[config.mk]
export PLATFORM = sky130hd
export DESIGN_NAME = seq_detect_ctrl
export DESIGN_NICKNAME = d
export VERILOG_FILES = /design/src/rtl/seq_detect_ctrl.sv
export SDC_FILE = /design/constraint.sdc
export NUM_CORES = 1
export LEC_CHECK = 0
export BUFFER_PORTS_ARGS = -buffer_cell sky130_fd_sc_hd__buf_2
export CORE_ASPECT_RATIO = 1.1
export CORE_MARGIN = 3
export CORE_UTILIZATION = 51
export DETAILED_ROUTE_END_ITERATION = 8
export GPL_TIMING_DRIVEN = 0
export MAX_ROUTING_LAYER = met4
export PLACE_DENSITY_LB_ADDON = 0.12
export SLEW_MARGIN = 20
export SYNTH_ARGS = -nofsm -noshare
export SYNTH_HDL_FRONTEND = slang
export SYNTH_SLANG_ARGS = --single-unit
[constraint.sdc]
create_clock -name clk -period 2.2 [get_ports clk]
set_input_delay 0.11 -clock clk [delete_from_list [all_inputs] [get_ports clk]]
set_output_delay 0.11 -clock clk [all_outputs]
set_load 0.02 [all_outputs]
[src/rtl/seq_detect_ctrl.sv]
// Run-time programmable serial pattern detector: takes a pattern/window/overlap
// config, counts pattern matches over a window of qualified bits, then reports done.
module seq_detect_ctrl #(
    parameter int PAT_W = 4,
    parameter int CNT_W = 8,
    parameter int WIN_W = 16
) (
    input  logic             clk,
    input  logic             reset,
    input  logic             cfg_valid,
    output logic             cfg_ready,
    input  logic [PAT_W-1:0] cfg_pattern,
    input  logic [WIN_W-1:0] cfg_window,
    input  logic             cfg_overlap,
    input  logic             start,
    input  logic             abort,
    input  logic             inp_valid,
    input  logic             inp_bit,
    output logic             busy,
    output logic             match_pulse,
    output logic             done,
    output logic [CNT_W-1:0] match_count,
    output logic             overflow
);

    localparam int FILL_W = $clog2(PAT_W + 1);

    typedef enum logic [1:0] {
        S_IDLE,
        S_ARMED,
        S_RUN,
        S_DONE
    } state_t;

    state_t             state;
    logic [PAT_W-1:0]   pattern_q;
    logic [WIN_W-1:0]   window_q;
    logic               overlap_q;
    logic [PAT_W-1:0]   history;
    logic [FILL_W-1:0]  fill;
    logic [WIN_W-1:0]   bits_left;

    logic [PAT_W-1:0]   hist_next;
    logic [FILL_W-1:0]  fill_next;
    logic               hit;
    logic               last_bit;

    assign cfg_ready = (state == S_IDLE) || (state == S_ARMED);

    // Look-ahead of the history/fill as they will be once the current bit is taken.
    always_comb begin
        hist_next = {history[PAT_W-2:0], inp_bit};
        fill_next = (fill == FILL_W'(PAT_W)) ? fill : fill + 1'b1;
        hit       = (fill_next == FILL_W'(PAT_W)) && (hist_next == pattern_q);
        last_bit  = (window_q != '0) && (bits_left == WIN_W'(1));
    end

    always_ff @(posedge clk or negedge reset) begin
        if (!reset) begin
            state       <= S_IDLE;
            pattern_q   <= '0;
            window_q    <= '0;
            overlap_q   <= 1'b0;
            history     <= '0;
            fill        <= '0;
            bits_left   <= '0;
            busy        <= 1'b0;
            match_pulse <= 1'b0;
            done        <= 1'b0;
            match_count <= '0;
            overflow    <= 1'b0;
        end else begin
            match_pulse <= 1'b0;
            done        <= 1'b0;
            case (state)
                S_IDLE, S_ARMED: begin
                    // A config transfer takes priority over a start in the same cycle.
                    if (cfg_valid) begin
                        pattern_q <= cfg_pattern;
                        window_q  <= cfg_window;
                        overlap_q <= cfg_overlap;
                        state     <= S_ARMED;
                    end else if ((state == S_ARMED) && start) begin
                        state       <= S_RUN;
                        busy        <= 1'b1;
                        match_count <= '0;
                        overflow    <= 1'b0;
                        history     <= '0;
                        fill        <= '0;
                        bits_left   <= window_q;
                    end
                end
                S_RUN: begin
                    if (inp_valid) begin
                        history <= hist_next;
                        if (window_q != '0) begin
                            bits_left <= bits_left - 1'b1;
                        end
                        if (hit) begin
                            match_pulse <= 1'b1;
                            if (&match_count) begin
                                overflow <= 1'b1;
                            end else begin
                                match_count <= match_count + 1'b1;
                            end
                            fill <= overlap_q ? fill_next : '0;
                        end else begin
                            fill <= fill_next;
                        end
                    end
                    // Abort still lets a bit accepted in the same cycle be processed above.
                    if (abort || (inp_valid && last_bit)) begin
                        state <= S_DONE;
                        busy  <= 1'b0;
                        done  <= 1'b1;
                    end
                end
                S_DONE: begin
                    state <= S_ARMED;
                end
                default: begin
                    state <= S_IDLE;
                end
            endcase
        end
    end

endmodule

# ---- Word-level counts from Yosys, hierarchy flattened
# Index checks and enable logic that the tools add are counted.
dict set report word_totals {
  regBits 57
  in_bits 28
  out_inout_bits 13
  word_cells 90
}
dict set report op_classes {
  add_sub_neg 3
  eq_ne 16
  n_mux 41
  n_reduce_logical 18
}
# op n
set ops {}
lappend ops {{$mux W16} 4}
lappend ops {{$mux W8} 5}
lappend ops {{$pmux W16 S2} 1}
lappend ops {{$mux W3} 9}
lappend ops {{$eq A16 B1 Y1 const B} 1}
lappend ops {{$ne A2 B2 Y1 const B} 8}
lappend ops {{$pmux W8 S2} 1}
lappend ops {{$reduce_bool A16 Y1} 1}
lappend ops {{$sub A16 B1 Y16 const B} 1}
lappend ops {{$mux W1} 13}
lappend ops {{$pmux W3 S2} 2}
lappend ops {{$reduce_and A6 Y1} 2}
lappend ops {{$add A8 B1 Y8 const B} 1}
lappend ops {{$reduce_and A4 Y1} 2}
lappend ops {{$reduce_and A8 Y1} 1}
lappend ops {{$eq A3 B3 Y1 const B} 2}
lappend ops {{$mux W2} 3}
lappend ops {{$pmux W2 S3} 1}
lappend ops {{$reduce_and A5 Y1} 1}
lappend ops {{$eq A2 B2 Y1 const B} 2}
lappend ops {{$eq A4 B4 Y1} 1}
lappend ops {{$logic_and A1 B1 Y1} 4}
lappend ops {{$pmux W1 S2} 2}
lappend ops {{$reduce_and A2 Y1} 2}
lappend ops {{other kinds (7)} 8}

# ---- Longest topological paths before layout
# Gate-level depths: netlist (run 1).
dict set report logic_depth {
  ltp_word 7
  mapped_depth 8
  ltp_nobuf 7
}

# ---- Worst setup path after synthesis (run 1)
# OpenSTA, ideal clock, no wires.
dict set report synth_path {
  path_kind {register to register}
  from {register fill[0]}
  to {register match_count[7]}
  setup_time_ps 79
  t_arrival_ps 2025
  t_required_ps 2121
  slack_ps 96
  stages_incl_launch_ff 9
  n_path_buf 1
  period_less_slack_ps 2104
  path_cell_list {dfrtp_1 > inv_1 > ha_1 > or3b_1 > a211oi_2 > o211ai_2 > buf_2 > nor4_2 > mux2i_1}
}
dict set report synth_between {
  elab_chain_cells 6
  word_cells_on_any_way 7
  cone_classes {add/sub: 1; eq/ne: 3; mux: 1; reduce/logical: 2}
}
# item line_no
set synth_lines {}
lappend synth_lines {{start: declaration} 40} ;# logic [FILL_W-1:0] fill;
lappend synth_lines {{start signal: assignment} 106} ;# fill <= overlap_q ? fill_next : '0;
lappend synth_lines {{start signal: assignment} 108} ;# fill <= fill_next;
lappend synth_lines {{$add A3 B1 Y3 or $eq A3 B3 Y1 (tied branches)} 53} ;# fill_next = (fill == FILL_W'(PAT_W)) ? fill : fill + 1'b1;
lappend synth_lines {{$mux W3 (*)} 53}
lappend synth_lines {{$eq A3 B3 Y1 (*)} 54} ;# hit = (fill_next == FILL_W'(PAT_W)) && (hist_next == pattern_q);
lappend synth_lines {{$logic_and A1 B1 Y1 (*)} 54}
lappend synth_lines {{$ne A2 B2 Y1 (no source line) (*)} n/a}
lappend synth_lines {{$reduce_and A6 Y1 (no source line) (*)} n/a}
lappend synth_lines {{end signal: assignment} 104} ;# match_count <= match_count + 1'b1;
lappend synth_lines {{end: declaration} 22} ;# output logic [CNT_W-1:0] match_count,
# Mark *: on every way between the ends. The rest lies on a longest branch, timed or not.
# A chain may end at the register's enable or synchronous reset.

# ---- Worst setup path after layout (run 1)
dict set report layout_path {
  from {register fill[1]}
  to {register match_count[6]}
}
# The elaborated chain is that of the path after synthesis.

==> impl_table.tex, run 1 <==
\begin{tabular}{lr}
\hline
Metric & Value \\
\hline
\multicolumn{2}{l}{\textbf{Clock network}} \\
CTS clk-pin slew, worst paths & 70 ps \\
Inserted Clock Buffers & 9 \\
Max Buffers Root-to-Sink & 2 \\
Clock Sinks & 57 \\
CTS tree & done \\
H-tree depth reported by CTS & 3 \\
Clock latency of the later-clocked register in the worst-skew pair & 340 ps \\
Buffer type at the clock tree root & sky130\_fd\_sc\_hd\_\_clkbuf\_8 \\
\multicolumn{2}{l}{\textbf{Routing}} \\
Starting DRC count in detailed routing & 147 \\
Number of design rule violations left after detail routing & 0 \\
DRT Wirelength & 6908 µm \\
WL/cell & 15.88 µm \\
Total via count after detailed routing & 2499 \\
ANT nets after route & 0 \\
Post-detailed-route via-to-cell ratio & 5.745 \\
1st-pass router iterations & 5 \\
\multicolumn{2}{l}{\textbf{Status}} \\
Violations in the final reports & negative setup slack \\
Run status & finished with violations \\
\multicolumn{2}{l}{\textbf{Die}} \\
Effective utilization at floorplan & 0.5375 \\
Area of the die & 6708 µm² \\
Number of standard-cell rows in the floorplan & 28 \\
Vert. Die Dim & 85.60 µm \\
Core Box Area & 5465 µm² \\
Number of primary I/O pins & 41 \\
Horizontal extent of the die & 78.37 µm \\
\multicolumn{2}{l}{\textbf{Synth}} \\
Sequential area share after synthesis & 0.4855 \\
Synth async-reset ratio & 1.000 \\
Mapped Cells & 296 \\
Post-synthesis share of cell area spent on xor and xnor gates & 0.01193 \\
Fraction of the mapped netlist area in compound gates & 0.1776 \\
Post-Syn Area & 2938 µm² \\
Number of warnings printed during yosys synthesis & 0 \\
Number of flops mapped to enable cells by yosys & 0 \\
Mux share of post-synthesis cell area & 0.08731 \\
Most frequent cell after synthesis & sky130\_fd\_sc\_hd\_\_dfrtp\_1 \\
Top post-synthesis cells by area & sky130\_fd\_sc\_hd\_\_dfrtp\_1 49\%, sky130\_fd\_sc\_hd\_\_mux2\_2 8.0\%, sky130\_fd\_sc\_hd\_\_a21oi\_1 4.6\% \\
Top cells by count, synth & 57 x sky130\_fd\_sc\_hd\_\_dfrtp\_1, 27 x sky130\_fd\_sc\_hd\_\_a21oi\_1, 26 x sky130\_fd\_sc\_hd\_\_nand2\_1 \\
Avg Inst Size Synth & 9.925 µm² \\
Cell type with the largest total area after synthesis & sky130\_fd\_sc\_hd\_\_dfrtp\_1 \\
Simple-gate portion of the synthesized area & 0.1844 \\
Number of nets produced by synthesis & 329 \\
Dominant combinational cell family by area after synthesis & simple AND/OR/NAND/NOR gates \\
Adder-cell area share of the yosys netlist & 0.02129 \\
Top\_reg\_cell synth & sky130\_fd\_sc\_hd\_\_dfrtp\_1 \\
Number of different library cells in the post-synthesis netlist & 54 \\
Number of register bits inferred by synthesis & 57 \\
Area fraction of the dominant cell type after synthesis & 0.4855 \\
\multicolumn{2}{l}{\textbf{Pwr}} \\
Static Leakage & 1.514 nW \\
Pwr/cell area & 837.5 nW/µm² \\
Worst VDD drop & 0.6143 mV \\
\multicolumn{2}{l}{\textbf{Placed design}} \\
Pre-CTS setup slack & -120.4 ps \\
Number of buffers added on ports & 40 \\
Detailed-placement wirelength estimate & 4749 µm \\
Final RePlAce weighted congestion & 0.8849 \\
Standard cell area after detailed placement & 3234 µm² \\
\multicolumn{2}{l}{\textbf{STA}} \\
Setup repair after global routing missed its margin & yes \\
Highest clock rate & 0.4542 GHz \\
Final setup violating endpoints & 1 \\
Max-slew violations & 0 \\
Part of the cycle the worst path needs & 1.001 \\
Minimum clock period & 2201 ps \\
Count of final hold-check violations & 0 \\
Tightest Pin Transition & 718.6 ps \\
Final setup margin & -1.477 ps \\
Layout Skew & 9.472 ps \\
Headroom to the max-slew limit & 0.5209 \\
\multicolumn{2}{l}{\textbf{Setup path}} \\
Maximum fanout encountered on the critical timing path & 8 \\
Worst Setup End Kind & register \\
WS Path Type & register to register \\
Worst EP required & 2470 ps \\
Arrival time worst endpoint & 2470 ps \\
Category of the worst setup path launch point & register \\
\multicolumn{2}{l}{\textbf{Global route}} \\
Global-route wire length before repair & 11490 µm \\
Global route overflow & 0 \\
Initial antenna violation count & 0 \\
Maximum number of pins on one net before global-route repair & 58 \\
Number of global-route vias before repair & 2459 \\
Total GRT Usage & 0.2277 \\
\multicolumn{2}{l}{\textbf{Final layout}} \\
Non-Filler Cell Area, Final & 3576 µm² \\
Nets@finish & 388 \\
Diode count & 0 \\
Area growth, synth to finish & 21.72\% \\
Fraction of final layout cells with drive strength greater than 1 & 0.3028 \\
\multicolumn{2}{l}{\textbf{Worst hold path}} \\
Class of the tightest hold or removal check & primary input to register \\
\multicolumn{2}{l}{\textbf{Flow run}} \\
Maxcap violations & 0 \\
\hline
\end{tabular}
## critical path, stage by stage, from the launching register on
cell and delay, ps:
sky130_fd_sc_hd__dfrtp_1 420, sky130_fd_sc_hd__inv_2 80, sky130_fd_sc_hd__ha_4 160, sky130_fd_sc_hd__or3b_1 380
sky130_fd_sc_hd__a211oi_2 310, sky130_fd_sc_hd__o211ai_4 160, sky130_fd_sc_hd__or4_4 500, sky130_fd_sc_hd__a21oi_2 120
## cell families (layout without fill, tap and decap cells)
family	after synthesis	in the layout
XOR/XNOR	4	4
buffers and inverters	24	88
AND/OR/NAND/NOR	98	98
AO/OA/AOI/OAI	85	85
adder cells (fa/ha/maj)	5	5
multiplexers	23	23
flip-flops	57	57
## timing repair
action,in CTS,in global routing
resized for setup,8,18
gates cloned,0,1
hold buffers,3,1
setup endpoints to repair,10,20
buffers inserted,2,1
pin swaps,7,7
endpoints found under the hold margin,59,1
## power by group
| part | switching, W | internal [W] |
|---|---|---|
| combinational | 0.000338 | 0.000279 |
| clock | 0.000406 | 0.000551 |
| sequential | 0.000178 | 0.00124 |
| total | 0.000922 | 0.00207 |
## cell type report
| cell class | instances | area [µm²] |
|---|---|---|
| well taps | 75 | 93.84 |
| multi-input cells | 215 | 1490 |
| plain buffers | 14 | 68.82 |
| clock inverters | 3 | 40.04 |
| flip-flops and latches | 57 | 1426 |
| inverters | 10 | 37.54 |
| clock buffers | 13 | 148.9 |
| fillers | 456 | 1889 |
| repair buffers | 48 | 270.3 |
## path summary, 6_finish.rpt
| check | from | slack (ps) | to | depth (start not counted) |
|---|---|---|---|---|
| min | cfg_window[13] | 3 | window_q[13]$_DFFE_PN0P_ | 2 |
| min reg2reg | busy$_DFFE_PN0P_ | 470 | busy$_DFFE_PN0P_ | 1 |
| max | fill[1]$_DFFE_PN0P_ | -1 | match_count[6]$_DFFE_PN0P_ | 7 |
| max in group asynchronous | reset | 1340 | window_q[15]$_DFFE_PN0P_ | 2 |
| max reg2reg | fill[1]$_DFFE_PN0P_ | -1 | match_count[6]$_DFFE_PN0P_ | 7 |
| min in group asynchronous | reset | 370 | pattern_q[1]$_DFFE_PN0P_ | 2 |
## cells in the final DEF, fill, tap and decap left out, types with 3 or more instances in the layout
cell type | netlist | routed
sky130_fd_sc_hd__a211oi_1 | 3 | 3
sky130_fd_sc_hd__a21oi_1 | 27 | 25
sky130_fd_sc_hd__a21oi_2 | 1 | 3
sky130_fd_sc_hd__a31oi_1 | 5 | 5
sky130_fd_sc_hd__buf_2 | 3 | 42
sky130_fd_sc_hd__buf_4 | 0 | 5
sky130_fd_sc_hd__clkbuf_1 | 10 | 10
sky130_fd_sc_hd__clkbuf_8 | 0 | 10
sky130_fd_sc_hd__dfrtp_1 | 57 | 57
sky130_fd_sc_hd__dlygate4sd3_1 | 0 | 4
sky130_fd_sc_hd__inv_1 | 10 | 8
sky130_fd_sc_hd__mux2_2 | 21 | 21
sky130_fd_sc_hd__nand2_1 | 26 | 26
sky130_fd_sc_hd__nand2b_1 | 3 | 3
sky130_fd_sc_hd__nand3_1 | 5 | 5
sky130_fd_sc_hd__nand4_1 | 6 | 6
sky130_fd_sc_hd__nor2_1 | 20 | 19
sky130_fd_sc_hd__nor3_1 | 7 | 6
sky130_fd_sc_hd__nor4_1 | 6 | 6
sky130_fd_sc_hd__o21ai_0 | 24 | 24
sky130_fd_sc_hd__or3_1 | 3 | 3
sky130_fd_sc_hd__or4_1 | 4 | 3
## metal layers
| layer | share of wire | routed length [µm] | track usage |
|---|---|---|---|
| met1 | 0.44 | 3070 | 0.2822 |
| met4 | 0.0098 | 68 | 0.06995 |
| met5 | 0 | 0 | - |
| met2 | 0.50 | 3426 | 0.3684 |
| met3 | 0.050 | 343 | 0.05882 |
## sequential cells by signal, summed over array words and instances, names as in the netlist
register and flops:
bits_left 16, busy 1, done 1, fill 3, history 3, match_count 8
match_pulse 1, overflow 1, overlap_q 1, pattern_q 4, state 2, window_q 16
## metrics by stage
| stage | setup TNS [ps] | utilization | cells | power (W) | hold WS [ps] |
|---|---|---|---|---|---|
| floorplan | 0 | - | 296 | 0.001821 | -185.6 |
| global route | -150.4 | 0.6543 | 435 | 0.003169 | 0.01116 |
| CTS | 0 | 0.6385 | 432 | 0.002983 | 0.9637 |
| global placement | -345.4 | 0.5913 | 411 | 0.001995 | 340.3 |
| finish | -1.477 | 0.6543 | 435 | 0.002995 | 2.710 |
| detailed placement | -387.1 | 0.5918 | 411 | 0.002019 | 213.0 |
Note: power is estimated with default switching activity, not from simulation.
==> run 2, diff against run 1 <==
ABC_AREA = 1   (was not set)
CORE_UTILIZATION = 52   (was 51)
==> run 2 against run 1 <==
Net effect:
- the run now ends clean
- sequential share of layout area is 2.5 points lower
- hold slack better by 7.6 ps
- sequential cell count stayed put
- cell area is 6.8% higher
- global-route usage is 1.7 points higher
- critical endpoint is now match_count[0]$_DFFE_PN0P_
- non-clock buffer count is 1 lower
- via count is 16% higher
- register-to-register slack better by 410 ps
- clock power is 8.5% lower
- sequential power is 5% higher
- utilization is 0.49 points lower
- first-iteration DRC count is 11% higher
==> impl_table.tex, run 2 <==
\begin{tabular}{lr}
\hline
Metric & Value \\
\hline
\multicolumn{2}{l}{\textbf{Routing}} \\
Number of design rule violations left after detail routing & 0 (unchanged) \\
Starting DRC count in detailed routing & 163 (+11\%) \\
WL/cell & 13.30 µm (-16\%) \\
Total via count after detailed routing & 2908 (+16\%) \\
1st-pass router iterations & 4 (-1) \\
DRT Wirelength & 7609 µm (+10\%) \\
ANT nets after route & 0 (unchanged) \\
Post-detailed-route via-to-cell ratio & 5.084 (-12\%) \\
\multicolumn{2}{l}{\textbf{Global route}} \\
Maximum number of pins on one net before global-route repair & 58 (unchanged) \\
Global-route wire length before repair & 12810 µm (+12\%) \\
Number of global-route vias before repair & 2808 (+14\%) \\
Total GRT Usage & 0.2442 (+0.01653) \\
Global route overflow & 0 (unchanged) \\
Initial antenna violation count & 0 (unchanged) \\
\multicolumn{2}{l}{\textbf{Placed design}} \\
Detailed-placement wirelength estimate & 5527 µm (+16\%) \\
Dpl cells & 545 (+33\%) \\
Number of buffers added on ports & 40 (unchanged) \\
Final RePlAce weighted congestion & 0.8981 (+1.5\%) \\
\multicolumn{2}{l}{\textbf{Clock network}} \\
Clock Sinks & 57 (unchanged) \\
Clock latency of the later-clocked register in the worst-skew pair & 340 ps (about the same) \\
Inserted Clock Buffers & 9 (unchanged) \\
Max Buffers Root-to-Sink & 2 (unchanged) \\
CTS clk-pin slew, worst paths & 60 ps (about the same) \\
H-tree depth reported by CTS & 3 (unchanged) \\
CTS tree & done \\
Resized Gates After CTS & 0 (-8) \\
Buffer type at the clock tree root & sky130\_fd\_sc\_hd\_\_clkbuf\_8 \\
\multicolumn{2}{l}{\textbf{Synth}} \\
Most frequent cell after synthesis & sky130\_fd\_sc\_hd\_\_nand2\_1 \\
Sequential area share after synthesis & 0.4410 (-0.04451) \\
Cell type with the largest total area after synthesis & sky130\_fd\_sc\_hd\_\_dfrtp\_1 \\
Number of register bits inferred by synthesis & 57 (unchanged) \\
Top cells by count, synth & 132 x sky130\_fd\_sc\_hd\_\_nand2\_1, 58 x sky130\_fd\_sc\_hd\_\_nor2\_1, 57 x sky130\_fd\_sc\_hd\_\_dfrtp\_1 \\
Avg Inst Size Synth & 7.557 µm² (-24\%) \\
Number of flops mapped to enable cells by yosys & 0 (unchanged) \\
Top post-synthesis cells by area & sky130\_fd\_sc\_hd\_\_dfrtp\_1 44\%, sky130\_fd\_sc\_hd\_\_nand2\_1 15\%, sky130\_fd\_sc\_hd\_\_nor2\_1 6.7\% \\
Top\_reg\_cell synth & sky130\_fd\_sc\_hd\_\_dfrtp\_1 \\
Number of different library cells in the post-synthesis netlist & 28 (-48\%) \\
Number of warnings printed during yosys synthesis & 0 (unchanged) \\
Post-Syn Area & 3234 µm² (+10\%) \\
Synth async-reset ratio & 1.000 (unchanged) \\
Mapped Cells & 428 (+45\%) \\
Area fraction of the dominant cell type after synthesis & 0.4410 (-0.04451) \\
Number of nets produced by synthesis & 461 (+40\%) \\
\multicolumn{2}{l}{\textbf{Setup path}} \\
Category of the worst setup path launch point & register \\
Worst Setup End Kind & register \\
WS Path Type & register to register \\
Arrival time worst endpoint & 2020 ps (-450 ps) \\
Most frequent cell on the critical path & sky130\_fd\_sc\_hd\_\_nand2\_1 \\
Worst EP required & 2430 ps (-40 ps) \\
Worst path slowest cell & sky130\_fd\_sc\_hd\_\_dfrtp\_1 \\
Cells traversed along the worst timing path & inv\_1 > ha\_1 > nand2\_1 > nand2\_1 > nand2\_1 > nand2\_1 > nor2\_1 > nand2\_1 > nand2\_1 > nand2\_4 > nand2\_1 > nand2\_1 \\
Maximum fanout encountered on the critical timing path & 8 (unchanged) \\
Crit path largest cell delay & 370 ps (-130 ps) \\
\multicolumn{2}{l}{\textbf{Final layout}} \\
Biggest regs & bits\_left: 16 flops, window\_q: 16 flops, match\_count: 8 flops \\
Most common cell after layout, fill and taps aside & sky130\_fd\_sc\_hd\_\_nand2\_1 \\
Finished Core Util & 0.6494 (-0.004879) \\
Post-route non-filler standard cell count & 572 (+31\%) \\
Area growth, synth to finish & 18.03\% \\
Area occupied by registers & 1426 µm² (unchanged) \\
Nets@finish & 523 (+35\%) \\
Fraction of final layout cells with drive strength greater than 1 & 0.1919 (-0.1109) \\
Diode count & 0 (unchanged) \\
Footprint of the multi-input gates & 1543 µm² (+3.5\%) \\
Top library cells by usage in the layout, fill and taps aside & 132 x sky130\_fd\_sc\_hd\_\_nand2\_1, 58 x sky130\_fd\_sc\_hd\_\_nor2\_1, 57 x sky130\_fd\_sc\_hd\_\_dfrtp\_1 \\
Layout fillers & 542 (+19\%) \\
\multicolumn{2}{l}{\textbf{STA}} \\
Setup repair after global routing missed its margin & no \\
Final setup violating endpoints & 0 (-1) \\
Count of final hold-check violations & 0 (unchanged) \\
Layout Skew & 4.441 ps (-5.031 ps) \\
Setup Total Neg Slack & 0 ps (+1.477 ps) \\
Max-slew violations & 0 (unchanged) \\
Tightest Pin Transition & 731.2 ps (+12.57 ps) \\
Minimum clock period & 1788 ps (-413.8 ps) \\
Headroom to the max-slew limit & 0.5126 (-0.008379) \\
Highest clock rate & 0.5594 GHz (+23\%) \\
Part of the cycle the worst path needs & 0.8126 (-0.1881) \\
\multicolumn{2}{l}{\textbf{Status}} \\
Run status & finished clean \\
\multicolumn{2}{l}{\textbf{Die}} \\
Number of primary I/O pins & 41 (unchanged) \\
Effective utilization at floorplan & 0.5502 (+0.01269) \\
Horizontal extent of the die & 81.20 µm (+3.6\%) \\
Area of the die & 7203 µm² (+7.4\%) \\
Core Box Area & 5878 µm² (+7.6\%) \\
Vert. Die Dim & 88.72 µm (+3.6\%) \\
Number of standard-cell rows in the floorplan & 29 (+3.6\%) \\
\multicolumn{2}{l}{\textbf{Pwr}} \\
Worst VDD drop & 0.5585 mV (-9.1\%) \\
Pwr/cell area & 898.6 nW/µm² (+7.3\%) \\
Static Leakage & 1.955 nW (+29\%) \\
Total power of the final layout & 0.003430 W (+15\%) \\
\multicolumn{2}{l}{\textbf{Worst hold path}} \\
Class of the tightest hold or removal check & primary input to register \\
\multicolumn{2}{l}{\textbf{Flow run}} \\
Maxcap violations & 0 (unchanged) \\
\hline
\end{tabular}
run 2: area by class of cell:
class | count | area share
clock buffers | 13 | 0.04163
flip-flops and latches | 57 | 0.3736
repair buffers | 51 | 0.08194
inverters | 53 | 0.05277
clock inverters | 3 | 0.003933
well taps | 77 | 0.02524
plain buffers | 10 | 0.01672
multi-input cells | 308 | 0.4041
run 2: cell families after synthesis:
kind of cell	after synthesis	share of synthesized area
AO/OA/AOI/OAI	36	0.06035
buffers and inverters	63	0.08201
XOR/XNOR	9	0.02437
AND/OR/NAND/NOR	244	0.3242
flip-flops	57	0.4410
multiplexers	14	0.04874
adder cells (fa/ha/maj)	5	0.01934
run 2: final timing paths:
| path | end | startpoint | cells past startpoint | slack, ps |
|---|---|---|---|---|
| worst max-delay path | match_count[0]$_DFFE_PN0P_ | fill[0]$_DFFE_PN0P_ | 12 | 410 |
| worst min-delay path | window_q[2]$_DFFE_PN0P_ | cfg_window[2] | 2 | 10 |
| worst max register to register | match_count[0]$_DFFE_PN0P_ | fill[0]$_DFFE_PN0P_ | 12 | 410 |
| worst min register to register | bits_left[8]$_DFFE_PN0P_ | bits_left[8]$_DFFE_PN0P_ | 2 | 490 |
| max in group asynchronous | bits_left[13]$_DFFE_PN0P_ | reset | 2 | 1340 |
| min in group asynchronous | match_count[6]$_DFFE_PN0P_ | reset | 2 | 380 |
run 2: where the power goes:
part           internal, W  leakage (nW)  switching, W
clock             0.000465        0.0932      0.000411
combinational     0.000392          1.16      0.000677
sequential         0.00128         0.706      0.000202
run 2: routing by layer:
layer  routed length [µm]  up-vias  part of all wire  track usage
met5                    0        -                 0            -
met4                  172        0             0.023       0.1106
met3                  375       15             0.049      0.03971
met2                 3478       69              0.46       0.3876
met1                 3583     1350              0.47       0.3063
li1                     -     1474                 -            -
run 2: per-stage QoR:
stage | setup WS, ps | hold WS, ps | instance area, µm²
2_1_floorplan | 684.1 | -185.6 | 3234
3_3_place_gp | 474.2 | 342.3 | 3531
3_5_place_dp | 424.1 | 215.5 | 3533
4_1_cts | 412.4 | 10.35 | 3817
5_1_grt | 223.0 | 9.045 | 3817
6_report | 412.3 | 10.30 | 3817
run 2: worst max-delay path, delay by kind of cell, from the launching register on:
kind	cells	cell delay (ps)
fa+ha+maj	1	230
buf+inv	1	80
flops	1	370
simple gates	10	1000
run 2: repair_timing:
item | in CTS | in global routing
setup endpoints to repair | 0 | 0
setup buffers | 0 | 0
hold buffers | 11 | 0
hold endpoints to repair | 67 | 0
==> run 3, diff against run 2 <==
CORE_UTILIZATION = 55   (was 52)
clock period = 1.85 ns   (was 2.2 ns; I/O delays follow)
==> run 3 against run 2 <==
Net effect:
- count of clock-buffer cells in the layout fell by 2
- die area fell by 5.1%
- global-route usage rose by 1.5 points
- utilization rose by 6.6 points
- non-clock buffer count rose by 3
- register-to-register slack got worse by 280 ps
- cell count rose by 0.17%
- critical endpoint is now bits_left[12]$_DFFE_PN0P_
- sequential power rose by 19%
- clock power rose by 84%
- cell area rose by 3.7%
- total power rose by 36%
==> impl_table.tex, run 3 (synthesis gave the netlist of run 2 again) <==
\begin{tabular}{lr}
\hline
Metric & Value \\
\hline
\multicolumn{2}{l}{\textbf{Status}} \\
Run status & finished clean \\
\multicolumn{2}{l}{\textbf{Die}} \\
Vert. Die Dim & 86.43 µm (-2.6\%) \\
Area of the die & 6838 µm² (-5.1\%) \\
Number of primary I/O pins & 41 (unchanged) \\
Core Box Area & 5535 µm² (-5.8\%) \\
Number of standard-cell rows in the floorplan & 28 (-3.4\%) \\
Horizontal extent of the die & 79.12 µm (-2.6\%) \\
Effective utilization at floorplan & 0.5843 (+0.03408) \\
\multicolumn{2}{l}{\textbf{Clock network}} \\
Post-CTS Setup Bufs & 0 (unchanged) \\
Max Buffers Root-to-Sink & 2 (unchanged) \\
CTS clk-pin slew, worst paths & 70 ps (about the same) \\
Inserted Clock Buffers & 9 (unchanged) \\
Buffer type at the clock tree root & sky130\_fd\_sc\_hd\_\_clkbuf\_8 \\
Clock Sinks & 57 (unchanged) \\
Clock latency of the later-clocked register in the worst-skew pair & 340 ps (about the same) \\
H-tree depth reported by CTS & 3 (unchanged) \\
CTS tree & done \\
\multicolumn{2}{l}{\textbf{STA}} \\
Highest clock rate & 0.5836 GHz (+4.3\%) \\
Part of the cycle the worst path needs & 0.9263 (+0.1137) \\
Minimum clock period & 1714 ps (-74.10 ps) \\
Final setup violating endpoints & 0 (unchanged) \\
Layout Skew & 6.773 ps (+2.332 ps) \\
Count of final hold-check violations & 0 (unchanged) \\
Max-slew violations & 0 (unchanged) \\
Headroom to the max-slew limit & 0.5195 (+0.006909) \\
Tightest Pin Transition & 720.8 ps (-10.36 ps) \\
Final hold slack & 2.712 ps (-7.591 ps) \\
\multicolumn{2}{l}{\textbf{Final layout}} \\
Post-route non-filler standard cell count & 573 (+0.17\%) \\
Most common cell after layout, fill and taps aside & sky130\_fd\_sc\_hd\_\_nand2\_1 \\
Finished Core Util & 0.7150 (+0.06554) \\
Diode count & 0 (unchanged) \\
Nets@finish & 526 (+0.57\%) \\
Area growth, synth to finish & 22.36\% \\
Fraction of final layout cells with drive strength greater than 1 & 0.1988 (+0.006876) \\
Biggest regs & bits\_left: 16 flops, window\_q: 16 flops, match\_count: 8 flops \\
Layout fillers & 443 (-18\%) \\
Top library cells by usage in the layout, fill and taps aside & 130 x sky130\_fd\_sc\_hd\_\_nand2\_1, 58 x sky130\_fd\_sc\_hd\_\_nor2\_1, 57 x sky130\_fd\_sc\_hd\_\_dfrtp\_1 \\
Non-Filler Cell Area, Final & 3958 µm² (+3.7\%) \\
\multicolumn{2}{l}{\textbf{Routing}} \\
Starting DRC count in detailed routing & 228 (+40\%) \\
ANT nets after route & 0 (unchanged) \\
1st-pass router iterations & 6 (+2) \\
Post-detailed-route via-to-cell ratio & 5.204 (+2.4\%) \\
Total via count after detailed routing & 2982 (+2.5\%) \\
Number of design rule violations left after detail routing & 0 (unchanged) \\
DRT Wirelength & 7819 µm (+2.8\%) \\
WL/cell & 13.65 µm (+2.6\%) \\
\multicolumn{2}{l}{\textbf{Pwr}} \\
Static Leakage & 2.016 nW (+3.1\%) \\
Total power of the final layout & 0.004664 W (+36\%) \\
Worst VDD drop & 0.8754 mV (+57\%) \\
Pwr/cell area & 1179 nW/µm² (+31\%) \\
\multicolumn{2}{l}{\textbf{Setup path}} \\
Maximum fanout encountered on the critical timing path & 6 (-2) \\
Category of the worst setup path launch point & register \\
Worst EP required & 2090 ps (-340 ps) \\
Origin of the worst setup path & bits\_left[0]\$\_DFFE\_PN0P\_ \\
WS Path Type & register to register \\
Worst Setup End Kind & register \\
End point of the critical path & bits\_left[12]\$\_DFFE\_PN0P\_ \\
Arrival time worst endpoint & 1950 ps (-70 ps) \\
Worst r2r dst & bits\_left[12]\$\_DFFE\_PN0P\_ \\
Source of the worst register-to-register timing path & bits\_left[0]\$\_DFFE\_PN0P\_ \\
Path depth of the worst reg2reg path & 9 (-3) \\
Worst-case register-to-register setup slack & 140 ps (-280 ps) \\
\multicolumn{2}{l}{\textbf{Placed design}} \\
Final RePlAce weighted congestion & 0.9006 (+0.28\%) \\
Detailed-placement wirelength estimate & 5404 µm (-2.2\%) \\
Number of buffers added on ports & 40 (unchanged) \\
Standard cell area after detailed placement & 3531 µm² (about the same) \\
Dpl cells & 543 (-0.37\%) \\
\multicolumn{2}{l}{\textbf{Global route}} \\
Number of global-route vias before repair & 2977 (+6.0\%) \\
Initial antenna violation count & 0 (unchanged) \\
Total GRT Usage & 0.2594 (+0.01517) \\
Global route overflow & 0 (unchanged) \\
Global-route wire length before repair & 13390 µm (+4.5\%) \\
Maximum number of pins on one net before global-route repair & 58 (unchanged) \\
\multicolumn{2}{l}{\textbf{Flow run}} \\
Maxcap violations & 0 (unchanged) \\
\multicolumn{2}{l}{\textbf{Worst hold path}} \\
Class of the tightest hold or removal check & primary input to register \\
\hline
\end{tabular}
## run 3: cell types whose count changed in the layout (fill, tap and decap cells not counted), sizes merged
cell         previous run  this run
dlygate4sd3            11        14
bufinv                  0         4
clkinv                  3         1
clkbuf                 17        15
## run 3: what timing repair did
action                                 CTS  global route
setup endpoints to repair                0             9
gates resized for setup                  0             3
endpoints found under the hold margin   70             0
hold buffers                            14             0
## run 3: area by class of cell
cell class,instances,area [µm²],share of cell area
Clock buffer,11,151.4,0.03825
Sequential cell,57,1426,0.3604
Multi-Input combinational cell,308,1553,0.3923
Buffer,10,63.81,0.01612
Timing Repair Buffer,54,342.8,0.08663
Tap cell,75,93.84,0.02371
Inverter,53,201.4,0.05090
Clock inverter,5,125.1,0.03162
## run 3: stage by stage
step	setup slack [ps]	TNS [ps]
finish	136.4	0
global route	-3.445	-3.445
CTS	19.25	0
detailed placement	38.83	0
global placement	116.7	0
floorplan	334.1	0
## run 3: worst min-delay path by stage
| stage | from | end | slack, ps | depth (start not counted) |
|---|---|---|---|---|
| 3_3_place_gp | cfg_pattern[3] | pattern_q[3]$_DFFE_PN0P_ | 330 | 2 |
| 4_1_cts | cfg_window[9] | window_q[9]$_DFFE_PN0P_ | 0.002 | 2 |
| 6_report | cfg_window[9] | window_q[9]$_DFFE_PN0P_ | 3 | 2 |
| 2_1_floorplan | reset | bits_left[0]$_DFFE_PN0P_ | -200 | 0 |
| 3_5_place_dp | reset | match_count[7]$_DFFE_PN0P_ | 200 | 1 |
| 5_1_grt | cfg_window[6] | window_q[6]$_DFFE_PN0P_ | 0.5 | 2 |
## run 3: report_power, final
group          total (W)  leakage, nW  switching [W]  internal, W
combinational    0.00128         1.17       0.000811     0.000473
sequential       0.00177        0.706       0.000239      0.00153
clock            0.00161        0.140       0.000512      0.00110
## run 3: worst max-delay path, cell delays in order (launching register included)
cell	delay (ps)
sky130_fd_sc_hd__dfrtp_1	400
sky130_fd_sc_hd__inv_1	100
sky130_fd_sc_hd__ha_1	220
sky130_fd_sc_hd__nand3_1	140
sky130_fd_sc_hd__nor2_2	270
sky130_fd_sc_hd__nand3_1	180
sky130_fd_sc_hd__o22ai_1	160
sky130_fd_sc_hd__nand2_1	70
sky130_fd_sc_hd__nand2_1	60
sky130_fd_sc_hd__inv_1	30
## run 3: per-layer routing
layer	global-route usage	share of wire	vias to the layer above	wire (µm)
met5	-	0	-	0
met4	0.1063	0.023	0	181
met3	0.05301	0.055	20	428
met2	0.4158	0.47	86	3668
met1	0.3218	0.45	1397	3540
li1	-	-	1479	-
